--- config.mk ---
export PLATFORM = sky130hd
export DESIGN_NAME = shift_sequencer
export DESIGN_NICKNAME = d
export VERILOG_FILES = /design/src/rtl/shift_sequencer.sv
export SDC_FILE = /design/constraint.sdc
export NUM_CORES = 1
export LEC_CHECK = 0
export ABC_AREA = 1
export CORE_MARGIN = 3
export CORE_UTILIZATION = 45
export CTS_BUF_LIST = sky130_fd_sc_hd__clkbuf_16
export CTS_CLUSTER_SIZE = 12
export DETAILED_ROUTE_END_ITERATION = 7
export GPL_TIMING_DRIVEN = 0
export PLACE_DENSITY = 0.81
export SLEW_MARGIN = 10
export SYNTH_ARGS = -nofsm -noshare
export SYNTH_HDL_FRONTEND = slang
export SYNTH_SLANG_ARGS = --single-unit
--- constraint.sdc ---
create_clock -name clk -period 5.19 [get_ports clk]
set_input_delay 1.038 -clock clk [delete_from_list [all_inputs] [get_ports clk]]
set_output_delay 1.038 -clock clk [all_outputs]
set_load 0.01 [all_outputs]
--- src/rtl/shift_sequencer.sv ---
// ============================================================================
// shift_sequencer : round-robin command sequencer driving an external 8-bit USR
// Optional SHSEQ_STATS_EN adds cmd_cnt / last_id_busy_cycles. Rev 1.0
// ============================================================================
`default_nettype none

module shift_sequencer #(
  parameter int WIDTH = 8,
  parameter int AMT_W = 3
) (
  input  logic             clk,
  input  logic             rst,
  input  logic             req0_valid,
  output logic             req0_ready,
  input  logic [1:0]       req0_mode,
  input  logic [AMT_W-1:0] req0_amt,
  input  logic [WIDTH-1:0] req0_data,
  input  logic             req1_valid,
  output logic             req1_ready,
  input  logic [1:0]       req1_mode,
  input  logic [AMT_W-1:0] req1_amt,
  input  logic [WIDTH-1:0] req1_data,
  output logic             rsp_valid,
  input  logic             rsp_ready,
  output logic [WIDTH-1:0] rsp_data,
  output logic             rsp_id,
  output logic [1:0]       usr_ctrl,
  output logic [WIDTH-1:0] usr_d,
  input  logic [WIDTH-1:0] usr_y,
`ifdef SHSEQ_STATS_EN
  output logic [15:0]      cmd_cnt,
  output logic [7:0]       last_id_busy_cycles,
`endif
  output logic             busy
);

  localparam logic [1:0] ST_IDLE  = 2'd0;
  localparam logic [1:0] ST_SHIFT = 2'd1;
  localparam logic [1:0] ST_CAPT  = 2'd2;
  localparam logic [1:0] ST_RESP  = 2'd3;

  logic [1:0]       state_q, state_d;
  logic             rr_q, rr_d;
  logic [1:0]       mode_q, mode_d;
  logic [AMT_W-1:0] amt_q, amt_d;
  logic [AMT_W-1:0] cnt_q, cnt_d;
  logic [WIDTH-1:0] data_q, data_d;
  logic             id_q, id_d;
  logic             rsp_valid_q, rsp_valid_d;
  logic [WIDTH-1:0] rsp_data_q, rsp_data_d;
  logic             rsp_id_q, rsp_id_d;

  logic             w_idle, w_grant0, w_grant1, w_accept, w_first;
  logic [1:0]       w_sel_mode;
  logic [AMT_W-1:0] w_sel_amt;
  logic [WIDTH-1:0] w_sel_data;

  // rr_q == 0 gives req0 priority when both requesters are valid
  assign w_idle   = (state_q == ST_IDLE);
  assign w_grant0 = req0_valid & (~req1_valid | ~rr_q);
  assign w_grant1 = req1_valid & (~req0_valid | rr_q);

  assign req0_ready = w_idle & w_grant0 & ~rst;
  assign req1_ready = w_idle & w_grant1 & ~rst;
  assign w_accept   = req0_ready | req1_ready;

  assign w_sel_mode = w_grant1 ? req1_mode : req0_mode;
  assign w_sel_amt  = w_grant1 ? req1_amt  : req0_amt;
  assign w_sel_data = w_grant1 ? req1_data : req0_data;

  // Counter still equal to the latched amount marks the first SHIFT cycle
  assign w_first  = (cnt_q == amt_q);
  assign usr_ctrl = (state_q == ST_SHIFT) ? mode_q : 2'b00;
  assign usr_d    = (state_q == ST_SHIFT) ? (w_first ? data_q : usr_y) : '0;

  assign busy      = ~w_idle;
  assign rsp_valid = rsp_valid_q;
  assign rsp_data  = rsp_data_q;
  assign rsp_id    = rsp_id_q;

  always_comb begin
    state_d     = state_q;
    rr_d        = rr_q;
    mode_d      = mode_q;
    amt_d       = amt_q;
    cnt_d       = cnt_q;
    data_d      = data_q;
    id_d        = id_q;
    rsp_valid_d = rsp_valid_q;
    rsp_data_d  = rsp_data_q;
    rsp_id_d    = rsp_id_q;
    case (state_q)
      ST_IDLE: begin
        if (w_accept) begin
          mode_d = w_sel_mode;
          amt_d  = w_sel_amt;
          data_d = w_sel_data;
          id_d   = w_grant1;
          rr_d   = ~w_grant1;
          if (w_sel_amt == '0) begin
            rsp_valid_d = 1'b1;
            rsp_data_d  = w_sel_data;
            rsp_id_d    = w_grant1;
            state_d     = ST_RESP;
          end else begin
            cnt_d   = w_sel_amt;
            state_d = ST_SHIFT;
          end
        end
      end
      ST_SHIFT: begin
        cnt_d = cnt_q - 1'b1;
        if (cnt_q == AMT_W'(1)) state_d = ST_CAPT;
      end
      ST_CAPT: begin
        rsp_valid_d = 1'b1;
        rsp_data_d  = usr_y;
        rsp_id_d    = id_q;
        state_d     = ST_RESP;
      end
      ST_RESP: begin
        if (rsp_ready) begin
          rsp_valid_d = 1'b0;
          state_d     = ST_IDLE;
        end
      end
      default: state_d = ST_IDLE;
    endcase
  end

  always_ff @(posedge clk or posedge rst) begin
    if (rst) begin
      state_q     <= ST_IDLE;
      rr_q        <= 1'b0;
      mode_q      <= 2'b00;
      amt_q       <= '0;
      cnt_q       <= '0;
      data_q      <= '0;
      id_q        <= 1'b0;
      rsp_valid_q <= 1'b0;
      rsp_data_q  <= '0;
      rsp_id_q    <= 1'b0;
    end else begin
      state_q     <= state_d;
      rr_q        <= rr_d;
      mode_q      <= mode_d;
      amt_q       <= amt_d;
      cnt_q       <= cnt_d;
      data_q      <= data_d;
      id_q        <= id_d;
      rsp_valid_q <= rsp_valid_d;
      rsp_data_q  <= rsp_data_d;
      rsp_id_q    <= rsp_id_d;
    end
  end

`ifdef SHSEQ_STATS_EN
  logic [15:0] cmd_cnt_q;
  logic [7:0]  last_busy_q;

  always_ff @(posedge clk or posedge rst) begin
    if (rst) begin
      cmd_cnt_q   <= 16'h0000;
      last_busy_q <= 8'h00;
    end else if (rsp_valid_q & rsp_ready) begin
      if (cmd_cnt_q != 16'hFFFF) cmd_cnt_q <= cmd_cnt_q + 16'h0001;
      last_busy_q <= 8'(amt_q);
    end
  end

  assign cmd_cnt             = cmd_cnt_q;
  assign last_id_busy_cycles = last_busy_q;
`endif

endmodule

`default_nettype wire

Word level (Yosys, flattened, before mapping)
Index checks and enable logic that the tools add are counted.

word-level totals
  register bits after elaboration = 30
  logic and storage cells = 70

cells by class
  equal/unequal tests = 10
  reductions and logical operators = 10
  bitwise logic cells = 15
  add/subtract/negate cells = 1
  mux-type cells = 24

operators with widths
  operator             count
  $mux 8               5
  $pmux 8 s2           1
  $mux 2               6
  $mux 3               3
  $reduce_and 3->1     3
  $pmux 2 s4           1
  $and 1x1->1          6
  $ne 2x1->1 const B   3
  $not 1->1            6
  $pmux 3 s2           1
  $mux 1               5
  $eq 2x2->1 const B   2
  $ne 2x2->1 const B   2
  $reduce_and 4->1     1
  $reduce_bool 2->1    2
  $eq 3x1->1 const B   1
  $eq 3x3->1           1
  $logic_not 3->1      1
  $or 1x1->1           3
  $pmux 1 s3           1
  $reduce_bool 3->1    1
  $sub 3x1->3 const B  1
  $eq 2x1->1 const B   1
  $logic_not 2->1      1
  2 further kinds      2

Depth between registers and ports, before layout
  depth after elaboration = 8
  gate-level depth with buffers = 11
  depth with buffers taken out = 11

Least setup slack after synthesis
Ideal clock, no wire load.

  kind = input to output
  start point = input port rst
  end point = output port req0_ready
  required time = 4,152 ps
  data arrival time = 2,241 ps
  setup slack = 1,911 ps
  stages on the path = 3
  buffers on the path = 0
  cell sequence = inv_1 > nand3_2 > inv_1

between the ends
  longest elaborated chain between the ends = 2

RTL lines
  what             RTL line  RTL
  start, declared  12        input logic rst,
  $not 1->1        63        assign req0_ready = w_idle & w_grant0 & ~rst;
  $and 1x1->1      63
  end, declared    14        output logic req0_ready,

Every way passes these cells.

Worst setup path in the final report
Same ends and word-level chain as after synthesis.

==> metrics.md <==
| Metric | Value |
|---|---|
| Worst EP arrival | 3.02 ns |
| Die ar. | 0.005003 mm² |
| Routability Congestion | 0.7902 |
| Port buffer count | 61 |
| Synthesis-stage register bit count | 30 |
| HP Start | rsp_data[0] |
| H-Tree Depth | 2 |
| Final TNS setup | 0 ns |
| FF-to-FF Start | state_q[1] |
| Rows | 22 |
| Crit end category | output pin |
| Core box area | 0.003854 mm² |
| Layout cells sized above 1 | 6.687% |
| Tot Pwr | about 1.5 mW |
| Syn Std Cell Area | 0.001886 mm² |
| Diodes inserted | 0 |
| Post_cts resized | 0 |
| Antenna Violating Nets Remaining | 0 |
| Max_cap viols | 0 |
| Worst rel slew slack | 57.95% |
| CTS tree | yes |
| DRC | 0 |
| RSZ-0062 raised after global routing | no |
| WHS Endpoint | rsp_data[0] |
| Routed length per instance | 13.58 µm |
| Worst r2r path cells | 9 |
| Hold WS | 0.4664 ns |
| P&R area growth vs syn | 42.60% |
| Vias | 1,910 |
| Sw frac | 41.68% |
| Die W | 70.73 µm |
| Reg-to-Reg End | rsp_data[2] |
| PD cells | 573.6 mW/mm² |
| Final Hold Fails | 0 |
| GRT Util Overall | 21.39% |
| Period utilisation layout | 78.19% |
| Hold Buf Count CTS | 0 |
| Largest net degree at the start of global routing | 32 |
| GR Util met3 | under 10% |
| Switch Pwr | 642.9 µW |
| Remaining global-route overflow | 0 |
| Vias per cell | around 5 |
| Avg Cell Area, Syn | about 7.2 µm² |
| GR Util met2 | 35.43% |
| Clk slew on worst S/H paths | ~0.050 ns |
| Fmax | about 250 MHz |
| Syn. warnings | 0 |
| CTS Sinks | 30 |
| Setup Buffers After CTS | 0 |
| Max Slew Vio Count | 0 |
| Sequential area share after synthesis | 39.81% |
| Internal power | 899.4 µW |
| Starting Density | about half |
| Initial antenna violation count | 0 |
| Max VDD drop | 0.2399 mV |
| Worst skew pair latency | 0.27 ns |
| Clk_skew | roughly 0.0013 ns |
| Cells after Synth | between 200 and 300 |
| Routed WL | 5121 µm |
| First-pass DRT Iterations | 4 |
| Nets@finish | 376 |
| GRT busiest layer | met2 |
| Post-synth cell types | 23 |
| Cts bufs inserted | 5 |
| Die Y | about 71 µm |
| First-pass GRT wire length | 8521 µm |
| CP startpoint kind | input pin |
| Setup violators final | 0 |
| Starting DRT DRC Count | roughly 110 |
| Comb pwr share | a little under three fifths |
| Final worst path period need | 4.058 ns |
| Clock power share | 17.1% |
| Kind of critical path | in2out |
| Net count after synthesis | 308 |
| Clock Tree Buf Depth | 2 |
| Worst Tran Pin Value | 0.6298 ns |
| Status | finished clean |
| Top-level I/O count | 62 |
| Worst Hold Class | reg2reg |
| HPWL Detailed | roughly 3800 µm |
| Root buf cell | clkbuf_16 |
| Reg power frac | 27.8% |
| FF-to-FF setup slack | 3.23 ns |
| Vias in the first global route | 1,855 |
| Crit path required time | roughly 4.2 ns |
| Hold Path Cell Cnt | 2 |
| GR Util met1 | 28.20% |
| Largest fanout on the critical path | 31 |
| Leak pwr | roughly 1.4 nW |
==> final cells by class <==
cell class | instances | area (µm²)
Sequential cell | 30 | 750.7
Clock inverter | 2 | 7.507
Timing Repair Buffer | 61 | 610.6
Fill cell | 333 | 1165
Buffer | 8 | 48.80
Multi-Input combinational cell | 193 | 973.4
Inverter | 30 | 112.6
Tap cell | 48 | 60.06
Clock buffer | 5 | 125.1
==> synth_stat cells (all sizes together) <==
library cell | count | area [µm²]
a21oi | 13 | 65.06
a31oi | 9 | 56.30
buf | 6 | 41.28
clkbuf | 2 | 7.510
clkinv | 1 | 3.750
dfrtp | 30 | 750.7
ha | 8 | 100.1
inv | 29 | 108.9
nand2 | 93 | 369.1
nand3 | 24 | 130.1
nand3b | 2 | 18.77
nor2 | 17 | 66.32
o211ai | 1 | 21.27
o21ai | 21 | 105.1
or2 | 1 | 6.260
xnor2 | 4 | 35.03
==> sequential cells by signal (all words and copies together) (netlist names) <==
| register | flops |
|---|---|
| rsp_data | 8 |
| amt_q | 3 |
| data_q | 8 |
| cnt_q | 3 |
| rr_q | 1 |
| mode_q | 2 |
| rsp_id | 1 |
| rsp_valid | 1 |
| id_q | 1 |
| state_q | 2 |
==> power groups by stage <==
stage                     logic [mW]  registers [mW]  clock network (mW)
final                          0.851           0.428               0.263
after global routing           0.949           0.442               0.274
after CTS                      0.854           0.427               0.267
after detailed placement       0.844           0.428                   0
after global placement         0.821           0.426                   0
after floorplan                0.526           0.432                   0
==> logic make-up after synthesis <==
group | after synthesis | share of synthesized area, %
DFF | 30 | 39.81
and+or+nand+nor | 137 | 31.32
xor gates and xnor gates | 4 | 1.858
AOI/OAI and AO/OA | 44 | 13.14
adders and majority gates | 8 | 5.309
buffers and inverters | 38 | 8.559
==> worst max-delay path: stages <==
cell,delay [ns]
clkdlybuf4s50_1,0.45
inv_2,0.48
nand3_2,0.35
inv_1,0.15
clkdlybuf4s50_1,0.55
==> stage by stage <==
stage               utilization [%]  setup slack [ns]  std cells  area (µm²)
global route                  69.77            0.8689        377        2689
detailed placement            66.33            0.5597        370        2556
CTS                           69.77            0.5468        377        2689
floorplan                         -             1.911        261        1886
global placement              66.33            0.5773        370        2556
finish                        69.77             1.132        377        2689
==> worst max-delay path by stage <==
stage	from	to	slack, ns	cells after the start
after floorplan	rst	req0_ready	1.91	3
after global placement	rst	req0_ready	0.58	5
after global routing	rst	req0_ready	0.87	5
after detailed placement	rst	req0_ready	0.56	5
after CTS	rst	req0_ready	0.55	5
final	rst	req0_ready	1.13	5
==> routing by layer <==
layer | wire length, µm | share of wire (%) | vias to the layer above
met4 | 25 | 0.49 | 0
li1 | - | - | 969
met2 | 2468 | 48 | 81
met1 | 2208 | 43 | 854
met3 | 418 | 8.2 | 6
met5 | 0 | 0 | -
==> cells in the final DEF (no fill, tap or decap), types with 5 or more instances in the layout <==
cell type and count:
nand2_1 89, clkdlybuf4s50_1 61, inv_1 30, dfrtp_1 30
nand3_1 22, o21ai_0 21, nor2_1 16, a21oi_1 13
a31oi_1 9, ha_1 8, clkbuf_16 5
Power figures use the tool's default switching activity.
